## src/rtl/axis_egress_pkg.sv

```systemverilog
// Shared types and constants for the buffered AXI-stream egress stage.
package axis_egress_pkg;

  typedef enum logic [1:0] {
    WR_IDLE,
    WR_ACTIVE,
    WR_DROP
  } wr_state_e;

  localparam int unsigned TUSER_ERR_BIT = 0;

  function automatic logic [31:0] sat_inc32(input logic [31:0] v);
    return (v == 32'hFFFF_FFFF) ? v : v + 32'd1;
  endfunction

endpackage

```

## src/rtl/axis_egress_mem.sv

```systemverilog
// Simple dual-port register array: synchronous write, combinational read.
module axis_egress_mem #(
  parameter int unsigned Width = 66,
  parameter int unsigned Depth = 16
) (
  input  logic                     clk_i,
  input  logic                     we_i,
  input  logic [$clog2(Depth)-1:0] waddr_i,
  input  logic [Width-1:0]         wdata_i,
  input  logic [$clog2(Depth)-1:0] raddr_i,
  output logic [Width-1:0]         rdata_o
);

  logic [Width-1:0] mem_q [Depth];

  always_ff @(posedge clk_i) begin
    if (we_i) begin
      mem_q[waddr_i] <= wdata_i;
    end
  end

  assign rdata_o = mem_q[raddr_i];

endmodule

```

## src/rtl/axis_egress_buf.sv

```systemverilog
// Buffered AXI-stream egress: cut-through or store-and-forward with rewind-based frame drop.
// Optional frame statistics counters are enabled by defining AXIS_EGRESS_STATS_EN.
module axis_egress_buf
  import axis_egress_pkg::*;
#(
  parameter int unsigned DATA_WIDTH  = 64,
  parameter int unsigned USER_WIDTH  = 1,
  parameter int unsigned DEPTH       = 16,
  parameter int unsigned PACKET_MODE = 1
) (
  input  logic                     clk,
  input  logic                     rst_n,
  input  logic [DATA_WIDTH-1:0]    s_tdata,
  input  logic                     s_tvalid,
  output logic                     s_tready,
  input  logic                     s_tlast,
  input  logic [USER_WIDTH-1:0]    s_tuser,
  output logic [DATA_WIDTH-1:0]    m_tdata,
  output logic                     m_tvalid,
  input  logic                     m_tready,
  output logic                     m_tlast,
  output logic [USER_WIDTH-1:0]    m_tuser,
  output logic [$clog2(DEPTH):0]   occupancy,
  output logic                     drop_pulse
`ifdef AXIS_EGRESS_STATS_EN
  ,
  output logic [31:0]              stat_frames_out,
  output logic [31:0]              stat_frames_dropped
`endif
);

  localparam int unsigned AW = $clog2(DEPTH);
  localparam int unsigned PW = AW + 1;
  localparam int unsigned EW = DATA_WIDTH + 1 + USER_WIDTH;
  localparam logic [PW-1:0] DepthP = PW'(DEPTH);

  logic [PW-1:0] rd_ptr_q, wr_ptr_q, wr_commit_q;
  wr_state_e     wr_state_q;
  logic          drop_pulse_q;
  logic          alive_q;

  logic [PW-1:0] fill;
  logic          full;
  logic          dropping;
  logic          oversize;
  logic          s_err;
  logic          s_fire;
  logic          wr_en;
  logic          m_fire;
  logic [EW-1:0] wr_entry;
  logic [EW-1:0] rd_entry;

  assign fill     = wr_ptr_q - rd_ptr_q;
  assign full     = (fill == DepthP);
  assign dropping = (wr_state_q == WR_DROP);
  assign s_err    = s_tuser[TUSER_ERR_BIT];

  // The in-flight frame alone fills the buffer: it can never commit, so discard it.
  assign oversize = (PACKET_MODE != 0) && (wr_state_q == WR_ACTIVE) && full &&
                    (wr_commit_q == rd_ptr_q);

  assign s_tready = alive_q && (dropping || !full);
  assign s_fire   = s_tvalid && s_tready;
  assign wr_en    = s_fire && !dropping;

  // Only committed entries are visible to the reader.
  assign m_tvalid = (rd_ptr_q != wr_commit_q);
  assign m_fire   = m_tvalid && m_tready;

  assign wr_entry = {s_tdata, s_tlast, s_tuser};
  assign {m_tdata, m_tlast, m_tuser} = rd_entry;

  assign occupancy  = fill;
  assign drop_pulse = drop_pulse_q;

  axis_egress_mem #(
    .Width(EW),
    .Depth(DEPTH)
  ) u_mem (
    .clk_i  (clk),
    .we_i   (wr_en),
    .waddr_i(wr_ptr_q[AW-1:0]),
    .wdata_i(wr_entry),
    .raddr_i(rd_ptr_q[AW-1:0]),
    .rdata_o(rd_entry)
  );

  // Holds s_tready low through reset and releases it one cycle later.
  always_ff @(posedge clk or negedge rst_n) begin
    if (!rst_n) begin
      alive_q <= 1'b0;
    end else begin
      alive_q <= 1'b1;
    end
  end

  always_ff @(posedge clk or negedge rst_n) begin
    if (!rst_n) begin
      rd_ptr_q <= '0;
    end else if (m_fire) begin
      rd_ptr_q <= rd_ptr_q + 1'b1;
    end
  end

  always_ff @(posedge clk or negedge rst_n) begin
    if (!rst_n) begin
      wr_ptr_q     <= '0;
      wr_commit_q  <= '0;
      wr_state_q   <= WR_IDLE;
      drop_pulse_q <= 1'b0;
    end else begin
      drop_pulse_q <= 1'b0;
      if (PACKET_MODE == 0) begin
        if (wr_en) begin
          wr_ptr_q    <= wr_ptr_q + 1'b1;
          wr_commit_q <= wr_ptr_q + 1'b1;
        end
      end else begin
        unique case (wr_state_q)
          WR_IDLE, WR_ACTIVE: begin
            if (oversize) begin
              wr_ptr_q     <= wr_commit_q;
              drop_pulse_q <= 1'b1;
              wr_state_q   <= WR_DROP;
            end else if (wr_en) begin
              if (!s_tlast) begin
                wr_ptr_q   <= wr_ptr_q + 1'b1;
                wr_state_q <= WR_ACTIVE;
              end else if (s_err) begin
                wr_ptr_q     <= wr_commit_q;
                drop_pulse_q <= 1'b1;
                wr_state_q   <= WR_IDLE;
              end else begin
                wr_ptr_q    <= wr_ptr_q + 1'b1;
                wr_commit_q <= wr_ptr_q + 1'b1;
                wr_state_q  <= WR_IDLE;
              end
            end
          end
          WR_DROP: begin
            if (s_fire && s_tlast) begin
              wr_state_q <= WR_IDLE;
            end
          end
          default: wr_state_q <= WR_IDLE;
        endcase
      end
    end
  end

`ifdef AXIS_EGRESS_STATS_EN
  logic [31:0] frames_out_q, frames_drop_q;

  always_ff @(posedge clk or negedge rst_n) begin
    if (!rst_n) begin
      frames_out_q  <= '0;
      frames_drop_q <= '0;
    end else begin
      if (m_fire && m_tlast) begin
        frames_out_q <= sat_inc32(frames_out_q);
      end
      if (drop_pulse_q) begin
        frames_drop_q <= sat_inc32(frames_drop_q);
      end
    end
  end

  assign stat_frames_out     = frames_out_q;
  assign stat_frames_dropped = frames_drop_q;
`endif

endmodule

```

## config.mk

```make
export PLATFORM = sky130hd
export DESIGN_NAME = axis_egress_buf
export DESIGN_NICKNAME = d
export VERILOG_FILES = /design/src/rtl/axis_egress_pkg.sv /design/src/rtl/axis_egress_mem.sv /design/src/rtl/axis_egress_buf.sv
export SDC_FILE = /design/constraint.sdc
export NUM_CORES = 1
export LEC_CHECK = 0
export CORE_MARGIN = 2
export CORE_UTILIZATION = 60
export CTS_BUF_LIST = sky130_fd_sc_hd__clkbuf_16
export CTS_CLUSTER_DIAMETER = 50
export DETAILED_ROUTE_END_ITERATION = 10
export HOLD_SLACK_MARGIN = 0.02
export PLACE_DENSITY_LB_ADDON = 0.08
export RECOVER_POWER = 100
export SLEW_MARGIN = 20
export SYNTH_ARGS = -nofsm -noshare
export SYNTH_HDL_FRONTEND = slang
export SYNTH_SLANG_ARGS = --single-unit
```

## constraint.sdc

```tcl
create_clock -name clk -period 9.1 [get_ports clk]
set_clock_uncertainty 0.05 [all_clocks]
set_input_delay 1.365 -clock clk [delete_from_list [all_inputs] [get_ports clk]]
set_output_delay 1.365 -clock clk [all_outputs]
set_load 0.05 [all_outputs]
```

# [After elaboration in Yosys (flattened, before gate mapping)]
# Memories as Yosys holds them, arrays and structs flattened.
# Cells that the tools add are included.
[word_totals] regBits=19 ramBits=1056 inputBits=70 output_inout_bits=74 wordCells=50 mem_count=1
[classes] add_sub_neg=3 n_eq_ne=7 muxes=16 n_bitwise=1 n_reduce_logical=16
[memory_table] memory="u_mem.mem_q" depth=16 word_bits=66 read_ports=1 rd_ports_with_merged_regs=0 wr=1 line_no="axis_egress_mem.sv:14" text="logic [Width-1:0] mem_q [Depth];"
[op_table] op="two-way mux 5 bit" count=4
[op_table] op="adder 5 x 1 -> 5 bit (second input constant)" count=2
[op_table] op="two-way mux 1 bit" count=8
[op_table] op="logical AND 1 bit" count=7
[op_table] op="two-way mux 2 bit" count=3
[op_table] op="equality test 5 bit" count=1
[op_table] op="equality test 5 bit (second input constant)" count=1
[op_table] op="inequality test 5 bit" count=1
[op_table] op="subtractor 5 bit" count=1
[op_table] op="one-hot mux 2 bit (2 select lines)" count=1
[op_table] op="AND reduction 2 bit" count=2
[op_table] op="AND reduction 4 bit" count=1
[op_table] op="inequality test 3 x 2 -> 1 bit (second input constant)" count=1
[op_table] op="equality test 2 x 1 -> 1 bit (second input constant)" count=1
[op_table] op="equality test 2 bit (second input constant)" count=1
[op_table] op="logical NOT 1 bit" count=2
[op_table] op="logical NOT 2 bit" count=1
[op_table] op="inequality test 2 x 1 -> 1 bit (second input constant)" count=1
[op_table] op="nonzero test 2 bit" count=1
[op_table] op="OR reduction 2 bit" count=1
[op_table] op="logical OR 1 bit" count=1
[op_table] op="NOT 1 bit" count=1

# [Depth between registers and ports, before layout]
[logic_depth] ltp_word=10 ltp_mapped=12 ltp_nobuf=10

# [Cells and area by module]
# From an unflattened synthesis, not the netlist that was laid out.
[hier_totals] cells_unflattened=1754 hier_area_um2=40731.6
[modules_own_cells] mod="axis_egress_mem" instances=1 cells_each=1632 area_per_inst_um2=39479.1
[modules_own_cells] mod="axis_egress_buf" instances=1 cells_each=122 area_per_inst_um2=1252.5

# [Worst setup path after synthesis]
# No wires, ideal clock.
[synth_path] path_kind="reg-to-reg" start="reg rd_ptr_q[1]" end="mem u_mem.mem_q[0][0], enable pin" setup_time_ps=571 arrival_ps=8024 path_slack_ps=455 path_stages_with_launch=12 path_buffers=3 synth_period_minus_slack_ps=8645 path_cell_list="dfrtp_1 > clkbuf_1 > clkbuf_1 > clkbuf_1 > inv_1 > fa_1 > xor2_1 > or3_1 > a2111oi_4 > nor3b_1 > nand2_1 > nor3_1"
[synth_between] elab_chain_cells=9
[synth_rtl] item="start: declaration" line_no="axis_egress_buf.sv:37" text="logic [PW-1:0] rd_ptr_q, wr_ptr_q, wr_commit_q;"
[synth_rtl] item="start signal: assignment" line_no="axis_egress_buf.sv:101" text="rd_ptr_q <= rd_ptr_q + 1'b1;"
[synth_rtl] item="subtractor 5 bit" line_no="axis_egress_buf.sv:53" text="assign fill = wr_ptr_q - rd_ptr_q;"
[synth_rtl] item="net occupancy[2]" line_no="axis_egress_buf.sv:23" text="output logic [$clog2(DEPTH):0] occupancy,"
[synth_rtl] item="equality test 5 bit" line_no="axis_egress_buf.sv:54" text="assign full = (fill == DepthP);"
[synth_rtl] item="logical NOT 1 bit" line_no="axis_egress_buf.sv:62" text="assign s_tready = alive_q && (dropping || !full);"
[synth_rtl] item="logical OR 1 bit" line_no="axis_egress_buf.sv:62"
[synth_rtl] item="logical AND 1 bit" line_no="axis_egress_buf.sv:62"
[synth_rtl] item="logical AND 1 bit" line_no="axis_egress_buf.sv:63" text="assign s_fire = s_tvalid && s_tready;"
[synth_rtl] item="logical AND 1 bit" line_no="axis_egress_buf.sv:64" text="assign wr_en = s_fire && !dropping;"
[synth_rtl] item="two-way mux 1 bit" line_no="axis_egress_mem.sv:17" text="if (we_i) begin"
[synth_rtl] item="two-way mux 1 bit (not written as such)" line_no="axis_egress_mem.sv:18" text="mem_q[waddr_i] <= wdata_i;"
[synth_rtl] item="end: declaration" line_no="axis_egress_mem.sv:14"
# The timed path passes the listed nets, and every way through them passes these cells.

# [Worst setup path in the final report]
[layout_path] start="reg rd_ptr_q[1]" end="mem u_mem.mem_q[12][36], enable pin"
[layout_between] elab_chain_cells=9
[layout_rtl] item="subtractor 5 bit" line_no="axis_egress_buf.sv:53"
[layout_rtl] item="equality test 5 bit" line_no="axis_egress_buf.sv:54"
[layout_rtl] item="logical NOT 1 bit" line_no="axis_egress_buf.sv:62"
[layout_rtl] item="logical OR 1 bit" line_no="axis_egress_buf.sv:62"
[layout_rtl] item="logical AND 1 bit" line_no="axis_egress_buf.sv:62"
[layout_rtl] item="logical AND 1 bit" line_no="axis_egress_buf.sv:63"
[layout_rtl] item="logical AND 1 bit" line_no="axis_egress_buf.sv:64"
[layout_rtl] item="two-way mux 1 bit" line_no="axis_egress_mem.sv:17"
[layout_rtl] item="two-way mux 1 bit (not written as such)" line_no="axis_egress_mem.sv:18"
# Every way passes these cells.

==> summary.txt <==
GRT
  • Remaining global-route overflow: 0
  • Met1 track demand over resource in global routing: 0.370
  • Global-route met2 utilization: 0.403
  • Number of global-route vias before repair: approximately 19,000
  • Most crowded layer after global routing: met2
  • Global-route wire length before repair: 127,000 µm
  • Largest net degree at the start of global routing: 151
  • Global Route met3 Usage: 0.0499
  • Aggregate global-route resource usage: 0.253
  • Antenna violations before repair: 16

Logic synthesis
  • Synthesized flop and latch total: 1,075
  • Count of cell types in the netlist: 43
  • Async S/R FF share, synth: 0.0177
  • Number of nets produced by synthesis: approximately 1,700
  • Count of yosys warnings during synthesis: 0
  • Synthesized instance count: 1,613
  • Synth cell count leaders: sky130_fd_sc_hd__edfxtp_1, sky130_fd_sc_hd__mux4_2, sky130_fd_sc_hd__clkbuf_1
  • Most frequently used flop master after synthesis: sky130_fd_sc_hd__edfxtp_1
  • Cell area after synthesis: 0.0408 mm²
  • Number of enable flip-flop cells after synthesis: 1,056
  • Share of the yosys chip area belonging to registers: 0.788
  • Top-area cell type share of the netlist area: 0.777
  • Post-synth top area cell: sky130_fd_sc_hd__edfxtp_1
  • Cells taking the most area after synthesis: sky130_fd_sc_hd__edfxtp_1, sky130_fd_sc_hd__mux4_2, sky130_fd_sc_hd__dfrtp_1
  • Count leader, synth: sky130_fd_sc_hd__edfxtp_1
  • Post-synthesis area per instance: 25.3 µm²

Place
  • Placement Setup Slack: about 3400 ps
  • Port-buffer cells: 143
  • Global placer's final weighted congestion: 0.758
  • Placed instance area: 0.0435 mm²
  • Detail Placement HPWL: between 40,000 and 50,000 µm

CTS
  • Count of hold buffers inserted by post-cts repair: 0
  • Clock tree root buffer cell: sky130_fd_sc_hd__clkbuf_16
  • Total setup buffers inserted after CTS: 0
  • Clock net sink count: 1,075
  • CTS tree: built
  • Num CTS Buffers: about 110
  • Clk Latency, worst-skew pair: 660 ps
  • H-tree levels: 3
  • Clock slew at the register clock pins of the worst setup and hold paths: 60 ps
  • Post-CTS Resized: 0
  • Longest Clk Path Bufs: 3

STA
  • Final hold violation count: 0
  • WHS: slightly below 500 ps
  • Part of the cycle the worst path needs: 0.793
  • Worst max-slew margin expressed relative to the limit: -1.60
  • Max Clk Rate: around 140 MHz
  • Unrepaired setup endpoints after global routing: false
  • Max-slew violation count: slightly above 900
  • Clock period minus worst slack: 7220 ps
  • Final setup viols: 0
  • Post-route setup TNS: 0 ps
  • Worst-Margin Slew: 3900 ps
  • Minimum setup slack in the final design: 1880 ps

Setup path
  • Type of element launching the critical path: flip-flop
  • Data required time at the worst endpoint: 9320 ps
  • Type of the worst setup path: flip-flop to flip-flop
  • Crit-path max FO: 50
  • Endpoint kind of the worst setup timing path: flip-flop
  • Worst EP arrival: 7440 ps

Finish
  • Final Instance Area: ~0.047 mm²
  • Fin nets: ~1,900
  • FILL cells: 3,929
  • Layout overhead on the synthesized area: 15.7%
  • Share of post-route cells with drive strength above 1: 0.282

Floorplan
  • Initial core utilization: 0.607
  • Die Y-Extent: 265 µm
  • Number of standard-cell rows in the floorplan: 95
  • Core Footprint: slightly below 0.07 mm²
  • Overall die width: ~260 µm
  • Area of the die: 0.0702 mm²
  • Boundary Pins: 144

Detailed routing
  • Number of vias in the routed layout: ~18,000
  • Iteration count of the initial detailed-routing pass: 5
  • Detailed Route Iter0 Violations: 2,153
  • Final wirelength: 86,300 µm
  • Total DRC errors in the routed layout: 0
  • Average routed wire per standard cell: 30.7 µm
  • Remaining antenna violation count after routing: 0
  • Vias per cell: 6.51

Power and ir drop
  • Leakage power summed over all cells: 14.9 nW
  • IR drop worst, VDD: 533 µV
  • Power density normalized to cell area: 333 mW/mm²

Status
  • Outcome: finished, violations left
  • Violated checks: max-capacitance violations, max-slew violations

Worst hold path
  • Worst min-delay path class: flip-flop to flip-flop

Run
  • Max-capacitance violation count: 28
## final timing paths
check | startpoint | endpoint | slack [ps] | depth (start not counted)
max reg2reg | rd_ptr_q[1]$_DFFE_PN0P_ | u_mem.mem_q[12][36]$_DFFE_PP_ | 1880 | 10
max | rd_ptr_q[1]$_DFFE_PN0P_ | u_mem.mem_q[12][36]$_DFFE_PP_ | 1880 | 10
min reg2reg | wr_state_q[1]$_DFFE_PN0P_ | wr_state_q[0]$_DFFE_PN0P_ | 490 | 1
min | wr_state_q[1]$_DFFE_PN0P_ | wr_state_q[0]$_DFFE_PN0P_ | 490 | 1
min in group asynchronous | rst_n | drop_pulse$_DFF_PN0_ | 1250 | 1
max in group asynchronous | rst_n | rd_ptr_q[1]$_DFFE_PN0P_ | 7050 | 1
## kinds of logic after synthesis
group | share of synthesized area
compound gates | 0.00441
xor+xnor | 0.00300
fa+ha+maj | 0.00325
buf+inv | 0.00901
flops | 0.788
mux | 0.185
other cells | 0.0000918
simple gates | 0.00732
## sequential cells by signal, summed over array words and instances (netlist names)
name         flops
alive_q          1
wr_commit_q      5
wr_ptr_q         5
drop_pulse       1
rd_ptr_q         5
u_mem.mem_q   1056
wr_state_q       2
## per-stage QoR
stage	util	power [mW]	std cells
floorplan	-	9.80	1613
global placement	0.647	11.2	2588
detailed placement	0.647	11.3	2588
CTS	0.705	16.0	2804
global route	0.702	16.3	2809
finish	0.702	15.7	2810
## cells in the final DEF (no fill, tap or decap), types with 6 or more instances in the layout
master | Yosys | layout
sky130_fd_sc_hd__bufinv_16 | 0 | 17
sky130_fd_sc_hd__clkinv_4 | 0 | 6
sky130_fd_sc_hd__dfrtp_1 | 19 | 16
sky130_fd_sc_hd__ha_1 | 9 | 9
sky130_fd_sc_hd__inv_1 | 14 | 32
sky130_fd_sc_hd__edfxtp_1 | 1056 | 1056
sky130_fd_sc_hd__dlygate4sd3_1 | 0 | 134
sky130_fd_sc_hd__buf_4 | 0 | 7
sky130_fd_sc_hd__clkbuf_1 | 48 | 23
sky130_fd_sc_hd__nand2_1 | 12 | 12
sky130_fd_sc_hd__nor2_1 | 21 | 17
sky130_fd_sc_hd__clkdlybuf4s50_1 | 0 | 9
sky130_fd_sc_hd__clkbuf_16 | 0 | 118
sky130_fd_sc_hd__mux4_2 | 330 | 330
sky130_fd_sc_hd__clkinv_1 | 1 | 17
sky130_fd_sc_hd__clkinv_2 | 0 | 20
sky130_fd_sc_hd__xnor2_1 | 10 | 10
sky130_fd_sc_hd__clkinvlp_4 | 0 | 13
## critical path, stage by stage (launching register included)
cell                        delay, ps
sky130_fd_sc_hd__dfrtp_4          950
sky130_fd_sc_hd__inv_1            220
sky130_fd_sc_hd__ha_1             340
sky130_fd_sc_hd__and3b_1          180
sky130_fd_sc_hd__o21ai_0          350
sky130_fd_sc_hd__a2111oi_0        320
sky130_fd_sc_hd__nor3b_1          530
sky130_fd_sc_hd__nand2_1          240
sky130_fd_sc_hd__nor2_1           690
sky130_fd_sc_hd__clkbuf_1        1720
sky130_fd_sc_hd__clkbuf_2        1190
## routing by layer
| metal | vias up | part of all wire |
|---|---|---|
| li1 | 7464 | - |
| met1 | 9950 | 0.40 |
| met2 | 742 | 0.50 |
| met3 | 130 | 0.078 |
| met4 | 18 | 0.018 |
| met5 | - | 0.0012 |
## final cells by class
cell class,instances,area [µm²],area share
diodes,4,10.0,0.000212
clock buffers,118,2950,0.0625
clock inverters,98,966,0.0204
inverters,15,61.3,0.00130
multi-input cells,444,8260,0.175
flip-flops and latches,1075,32200,0.681
well taps,873,1090,0.0231
repair buffers,183,1710,0.0362
## power breakdown
part / switching [mW] / total (mW) / internal, mW / leakage, nW
Combinational: 2.87 / 5.02 / 2.15 / 3.16
Sequential: 0.242 / 6.00 / 5.76 / 9.74
Clock: 1.89 / 4.73 / 2.84 / 1.96
Total: 5.00 / 15.7 / 10.7 / 14.9
Power figures use the tool's default switching activity.
